--- config.mk ---
export PLATFORM = sky130hd
export DESIGN_NAME = vending_ctrl_param
export DESIGN_NICKNAME = d
export VERILOG_FILES = /design/src/rtl/vending_ctrl_param.sv
export SDC_FILE = /design/constraint.sdc
export NUM_CORES = 1
export LEC_CHECK = 0
export ABC_AREA = 1
export BUFFER_PORTS_ARGS = -buffer_cell sky130_fd_sc_hd__buf_2
export CAP_MARGIN = 40
export CELL_PAD_IN_SITES_DETAIL_PLACEMENT = 1
export CELL_PAD_IN_SITES_GLOBAL_PLACEMENT = 1
export CORE_MARGIN = 8
export CORE_UTILIZATION = 40
export CTS_BUF_LIST = sky130_fd_sc_hd__clkbuf_8 sky130_fd_sc_hd__clkbuf_16
export CTS_CLUSTER_SIZE = 30
export DETAILED_ROUTE_END_ITERATION = 6
export PLACE_DENSITY = 0.78
export SETUP_SLACK_MARGIN = 0.15
export SYNTH_ARGS = -nofsm -noshare
export SYNTH_HDL_FRONTEND = slang
export SYNTH_SLANG_ARGS = --single-unit
--- constraint.sdc ---
create_clock -name clk -period 3.71 [get_ports clk]
set_clock_uncertainty 0.2 [all_clocks]
set_input_delay 0.1855 -clock clk [delete_from_list [all_inputs] [get_ports clk]]
set_output_delay 0.1855 -clock clk [all_outputs]
set_load 0.005 [all_outputs]
--- src/rtl/vending_ctrl_param.sv ---
// vending_ctrl_param: two-product vending controller.
// Accumulates credit from a 1-unit and a COIN_HI_VAL-unit coin up to a
// ceiling, sells product A or B at fixed prices, then pays change or a
// cancel refund out one unit per cycle through the hopper.
//
// state    | meaning
// ---------+------------------------------------------------------------
// IDLE     | accepting coins, selections and cancel
// DISP_A   | product A solenoid released (one cycle), price already taken
// DISP_B   | product B solenoid released (one cycle), price already taken
// PAYOUT   | one unit of change per cycle until credit reaches zero
module vending_ctrl_param #(
    parameter int CREDIT_W    = 4,
    parameter int MAX_CREDIT  = 12,
    parameter int COIN_HI_VAL = 2,
    parameter int PRICE_A     = 3,
    parameter int PRICE_B     = 5
) (
    input  logic                clk,
    input  logic                rst_n,
    input  logic                coin_lo,
    input  logic                coin_hi,
    input  logic                sel_a,
    input  logic                sel_b,
    input  logic                cancel,
    output logic                dispense_a,
    output logic                dispense_b,
    output logic                change_pulse,
    output logic                coin_reject,
    output logic                deny,
    output logic                busy,
    output logic [CREDIT_W-1:0] credit
);

    typedef enum logic [1:0] {
        S_IDLE   = 2'd0,
        S_DISP_A = 2'd1,
        S_DISP_B = 2'd2,
        S_PAYOUT = 2'd3
    } state_t;

    // Parameter values cast once to the widths they are compared against.
    // The coin sum is formed one bit wider than credit so the ceiling
    // check cannot wrap.
    localparam logic [CREDIT_W:0]   COIN_LO_W = (CREDIT_W+1)'(1);
    localparam logic [CREDIT_W:0]   COIN_HI_W = (CREDIT_W+1)'(COIN_HI_VAL);
    localparam logic [CREDIT_W:0]   MAX_W     = (CREDIT_W+1)'(MAX_CREDIT);
    localparam logic [CREDIT_W-1:0] PRICE_A_W = CREDIT_W'(PRICE_A);
    localparam logic [CREDIT_W-1:0] PRICE_B_W = CREDIT_W'(PRICE_B);
    localparam logic [CREDIT_W-1:0] ONE_W     = CREDIT_W'(1);

    state_t              state_q, state_d;
    logic [CREDIT_W-1:0] credit_q, credit_d;
    logic                coin_reject_q, coin_reject_d;
    logic                deny_q, deny_d;

    logic                any_coin;
    logic                any_sel;
    logic [CREDIT_W:0]   coin_sum;
    logic [CREDIT_W:0]   credit_plus;

    assign any_coin    = coin_lo | coin_hi;
    assign any_sel     = sel_a | sel_b;
    assign coin_sum    = (coin_lo ? COIN_LO_W : '0) + (coin_hi ? COIN_HI_W : '0);
    assign credit_plus = {1'b0, credit_q} + coin_sum;

    // State, credit and the two event flags; reset drops any held credit.
    always_ff @(posedge clk or negedge rst_n) begin
        if (!rst_n) begin
            state_q       <= S_IDLE;
            credit_q      <= '0;
            coin_reject_q <= 1'b0;
            deny_q        <= 1'b0;
        end else begin
            state_q       <= state_d;
            credit_q      <= credit_d;
            coin_reject_q <= coin_reject_d;
            deny_q        <= deny_d;
        end
    end

    // Next-state and credit update; in IDLE cancel beats a selection,
    // which beats coins, and any coin arriving alongside either is refused.
    always_comb begin
        state_d       = state_q;
        credit_d      = credit_q;
        coin_reject_d = 1'b0;
        deny_d        = 1'b0;

        case (state_q)
            S_IDLE: begin
                if (cancel) begin
                    coin_reject_d = any_coin;
                    if (credit_q != '0) begin
                        state_d = S_PAYOUT;
                    end
                end else if (any_sel) begin
                    coin_reject_d = any_coin;
                    if (sel_a && sel_b) begin
                        deny_d = 1'b1;
                    end else if (sel_a) begin
                        if (credit_q >= PRICE_A_W) begin
                            credit_d = credit_q - PRICE_A_W;
                            state_d  = S_DISP_A;
                        end else begin
                            deny_d = 1'b1;
                        end
                    end else begin
                        if (credit_q >= PRICE_B_W) begin
                            credit_d = credit_q - PRICE_B_W;
                            state_d  = S_DISP_B;
                        end else begin
                            deny_d = 1'b1;
                        end
                    end
                end else if (any_coin) begin
                    // Both coins together are credited as a unit or not at all.
                    if (credit_plus <= MAX_W) begin
                        credit_d = credit_plus[CREDIT_W-1:0];
                    end else begin
                        coin_reject_d = 1'b1;
                    end
                end
            end

            S_DISP_A, S_DISP_B: begin
                coin_reject_d = any_coin;
                state_d       = (credit_q != '0) ? S_PAYOUT : S_IDLE;
            end

            S_PAYOUT: begin
                coin_reject_d = any_coin;
                if (credit_q != '0) begin
                    credit_d = credit_q - ONE_W;
                end
                if (credit_q <= ONE_W) begin
                    state_d = S_IDLE;
                end
            end

            default: begin
                state_d = S_IDLE;
            end
        endcase
    end

    // Outputs decode directly from registered state so reset clears them
    // without waiting for a clock edge.
    assign dispense_a   = (state_q == S_DISP_A);
    assign dispense_b   = (state_q == S_DISP_B);
    assign change_pulse = (state_q == S_PAYOUT);
    assign busy         = (state_q != S_IDLE);
    assign coin_reject  = coin_reject_q;
    assign deny         = deny_q;
    assign credit       = credit_q;

endmodule
# Yosys cells after proc, flatten, opt, wreduce, memory -nomap -nowiden

Cells that the tools add are included.

Add/sub/neg operators: 5
Reductions and logical operators: 9
Eq/ne operators: 16
Bitwise logic cells: 2
Mux-type cells: 34
$lt $le $gt $ge: 4

Operator list:

| cell                                                  | count |
|---|---|
| two-way mux 4 bit                                     | 9 |
| two-way mux 2 bit                                     | 10 |
| inequality test 3 bit, second input constant          | 6 |
| inequality test 4 bit, second input constant          | 4 |
| two-way mux 1 bit                                     | 12 |
| one-hot mux 4 bit (2 select lines)                    | 1 |
| AND reduction 8 bit                                   | 1 |
| one-hot mux 2 bit (3 select lines)                    | 1 |
| AND reduction 6 bit                                   | 1 |
| adder 4 x 3 -> 5 bit                                  | 1 |
| <= comparator 5 x 4 -> 1 bit, second input constant   | 1 |
| == test 2 bit, second input constant                  | 2 |
| >= comparator 4 x 2 -> 1 bit, second input constant   | 1 |
| >= comparator 4 x 3 -> 1 bit, second input constant   | 1 |
| <= comparator 4 x 1 -> 1 bit, second input constant   | 1 |
| inequality test 2 x 1 -> 1 bit, second input constant | 2 |
| nonzero test 2 bit                                    | 2 |
| nonzero test 4 bit                                    | 1 |
| subtractor 4 x 1 -> 4 bit, second input constant      | 1 |
| subtractor 4 x 2 -> 4 bit, second input constant      | 1 |
| subtractor 4 x 3 -> 4 bit, second input constant      | 1 |
| adder 1 x 2 -> 3 bit                                  | 1 |
| OR reduction 3 bit                                    | 1 |
| == test 2 x 1 -> 1 bit, second input constant         | 1 |
| other kinds (6)                                       | 7 |

Input port bits: 7
Register bits after elaboration: 8
Output and inout port bits: 10

# Depth between registers and ports, before layout

Depth after elaboration: 9
Gate-level depth with buffers: 13
Depth with buffers taken out: 13

# Worst setup path after synthesis

OpenSTA, ideal clock, no wires.

Kind: flip-flop to flip-flop
From: reg credit_q[0] (netlist: credit[0])
To: reg credit_q[3] (netlist: credit[3])
Path slack: 1610 ps
Period minus slack after synthesis: 2100 ps
Cell stages (with the launch flop): 13
Setup time: 116 ps
Path buffers: 0
Arrival: 1784 ps
Required time: 3394 ps
Cells stage by stage: dfrtp_1 -> ha_1 -> inv_1 -> fa_1 -> inv_1 -> nor2_1 -> nor2_2 -> nand3_2 -> nand3_2 -> nand2_2 -> nand2_4 -> nand2_1 -> nand2_1

Cells in the longest elaborated chain, start to end: 7
Elaborated cells on any way between the ends: 23

RTL lines:

| what                                                         | RTL line | source |
|---|---|---|
| start: declaration                                           | 53       | `logic [CREDIT_W-1:0] credit_q, credit_d;` |
| start signal: assignment                                     | 76       | `credit_q <= credit_d;` |
| branches (longest 7 deep; another with adder 4 x 3 -> 5 bit) | --       |  |

Parallel ways; which one is timed is not known. The select of a mux whose other input is x is not followed.
A chain may end at the register's enable or synchronous reset.

# Worst setup path after layout

From: reg credit_q[0] (netlist: credit[0])
To: reg credit_q[0] (netlist: credit[0])

Same word-level chain as after synthesis.

==> qor.csv <==
metric,value,unit
depth of the CTS H-tree,1,
CTS max path bufs,2,
Die H,66.4,microns
Area Overhead vs Synth,14.4,%
top routing layer in use,met4,
critical-path cell list,"ha_1, inv_1, fa_1, inv_1, nor2_1, nor2_2, nand3_2, nand3_2, nand2_2, nand2_4, nand2_1, nand2_1",
Port-buffer cells,16,
share of the yosys chip area belonging to registers,19.7,%
unrepaired setup endpoints after global routing,false,
"Core Util, Final",47.7,%
"most common cell after layout, fill and taps aside",nand2_1,
final worst slack,1.37,ns
"flops & latches, synth",8,
routed len/inst,14.7,microns
Max Fclk,0.427,GHz
Final Hold Fails,0,
Slew headroom,65.4,%
worst-margin pin slew,0.518,ns
Cells after Synth,154,
# diodes,0,
drt total wl,2.98,mm
DRC viols,0,
clock tree root driver cell,clkbuf_8,
Max Cap Violations,0,
syn nets,172,
WL met2,1.60,mm
I/O Pins,17,
final net count,192,
Crit Path Max Fanout,9,
Die ar.,4400,sq um
CTS Sinks,8,
layout cells sized above 1,25.0,%
Mapped Area,1010,sq um
worst skew pair latency,0.23,ns
CTS tree,built,
vias post-DR,1045,
Fin Setup TNS,0,ns
GRT Total Usage,14.5,%
fin crit period,2.34,ns
vias per cell,5.17,
CTS buffer count,3,
initial antenna violation count,0,
ANT nets after route,0,
chip width,66.4,microns
gpl congestion,0.884,
Max Slew Vio Count,0,
CP Data Required Time,3.62,ns
DR pass1 iterations,4,
post-DP HPWL,2.46,mm
first-pass GRT wire length,4.98,mm
WL met1,1.26,mm
vias in the first global route,1131,
setup violators final,0,
"CTS clk-pin slew, worst paths",0.04,ns
leakage,0.646,nW
outcome,"finished, final reports clean",
Place WS,1.39,ns
core area,2430,sq um
Ys Warns,0,
type of origin of the critical path,register,
Critical Path AT,2.26,ns
Avg Inst Size Synth,6.59,sq um
met3 WL,87,microns
CP max stage delay,0.51,ns
Netlist cell types,26,
Peak VDD IR,0.483,mV
final worst-path cycle share,63.1,%
"commonest non-fill, non-tap cells in the layout","nand2_1 (44), inv_1 (23), nand3_1 (19)",
Rows,18,
Hold Crit Class,input pin to register,
Pwr Density,874,nW/um^2
"Slowest-stage cell, CP",dfrtp_1,
Initial Util,41.7,%
"Worst Path Class, Setup",register to register,
largest net degree at the start of global routing,14,
Starting DRT DRC Count,34,
total gr overflow,0,
Worst setup EP type,register,
-- metal layers --
layer	global-route usage [%]	vias up
met3	2.88	4
met4	4.80	0
met5	0	-
li1	-	523
met1	16.1	501
met2	26.5	17
-- cell families after synthesis --
| kind of cell | count (synthesis) | synth area share (%) |
|---|---|---|
| xor+xnor | 1 | 0.863 |
| buf+inv | 29 | 12.5 |
| flops | 8 | 19.7 |
| compound gates | 12 | 6.91 |
| simple gates | 93 | 45.7 |
| fa+ha+maj | 11 | 14.3 |
-- state kept, by name, indices dropped and copies added, names as in the netlist --
name and count:
credit 4, state_q 2, coin_reject 1, deny 1
-- worst max-delay path, delay by kind of cell, from the launching register on --
kind          cells  cell delay (ns)
buf+inv           2             0.13
simple gates      8             0.63
flops             1             0.51
fa+ha+maj         2             0.76
-- area by class of cell --
class | count | area [sq um]
clock buffers | 3 | 41.3
fillers | 350 | 1270
inverters | 27 | 104
multi-input cells | 117 | 688
flip-flops and latches | 8 | 200
well taps | 30 | 37.5
repair buffers | 17 | 90.1
-- Yosys cell counts (all sizes together) --
library cell	instances	area, sq um
xor2	1	8.76
a211oi	1	7.51
nand2	51	214
nand4	1	6.26
nor3	2	10.0
buf	2	22.5
a21oi	1	5.00
fa	1	20.0
o21ai	8	43.8
nand3	26	173
inv	27	104
nor2	12	55.1
dfrtp	8	200
o211ai	1	7.51
o22ai	1	6.26
or2	1	6.26
ha	10	125
-- path summary, 6_finish.rpt --
path | to | startpoint | slack [ns] | cells past startpoint
min | coin_reject$_DFF_PN0_ | coin_lo | 0.09 | 4
max | credit[0]$_DFFE_PN0P_ | credit[0]$_DFFE_PN0P_ | 1.37 | 12
min in group asynchronous | coin_reject$_DFF_PN0_ | rst_n | 0.12 | 2
max reg2reg | credit[0]$_DFFE_PN0P_ | credit[0]$_DFFE_PN0P_ | 1.37 | 12
max in group asynchronous | state_q[0]$_DFFE_PN0P_ | rst_n | 3.02 | 2
min reg2reg | state_q[1]$_DFFE_PN0P_ | state_q[1]$_DFFE_PN0P_ | 0.35 | 2
-- power breakdown --
part / internal, mW / total [mW] / switching (mW)
registers: 0.126 / 0.206 / 0.0794
clock network: 0.0703 / 0.105 / 0.0348
logic: 0.263 / 0.704 / 0.441
total: 0.460 / 1.02 / 0.555
-- stage by stage --
step                      hold WS [ns]  power (mW)  instances  area (sq um)
after CTS                       0.0995        1.03        202          1160
after floorplan                 -0.310       0.720        154          1010
after global placement          -0.172       0.878        198          1110
after global routing             0.108        1.13        202          1160
final                           0.0921        1.02        202          1160
after detailed placement        -0.167       0.913        198          1110
-- timing repair --
item / in CTS / in global routing
setup buffers: 0 / 0
hold buffers: 1 / 0
setup endpoints to repair: 0 / 0
endpoints found under the hold margin: 8 / 0
gates resized for setup: 0 / 0
Power figures use the tool's default switching activity.
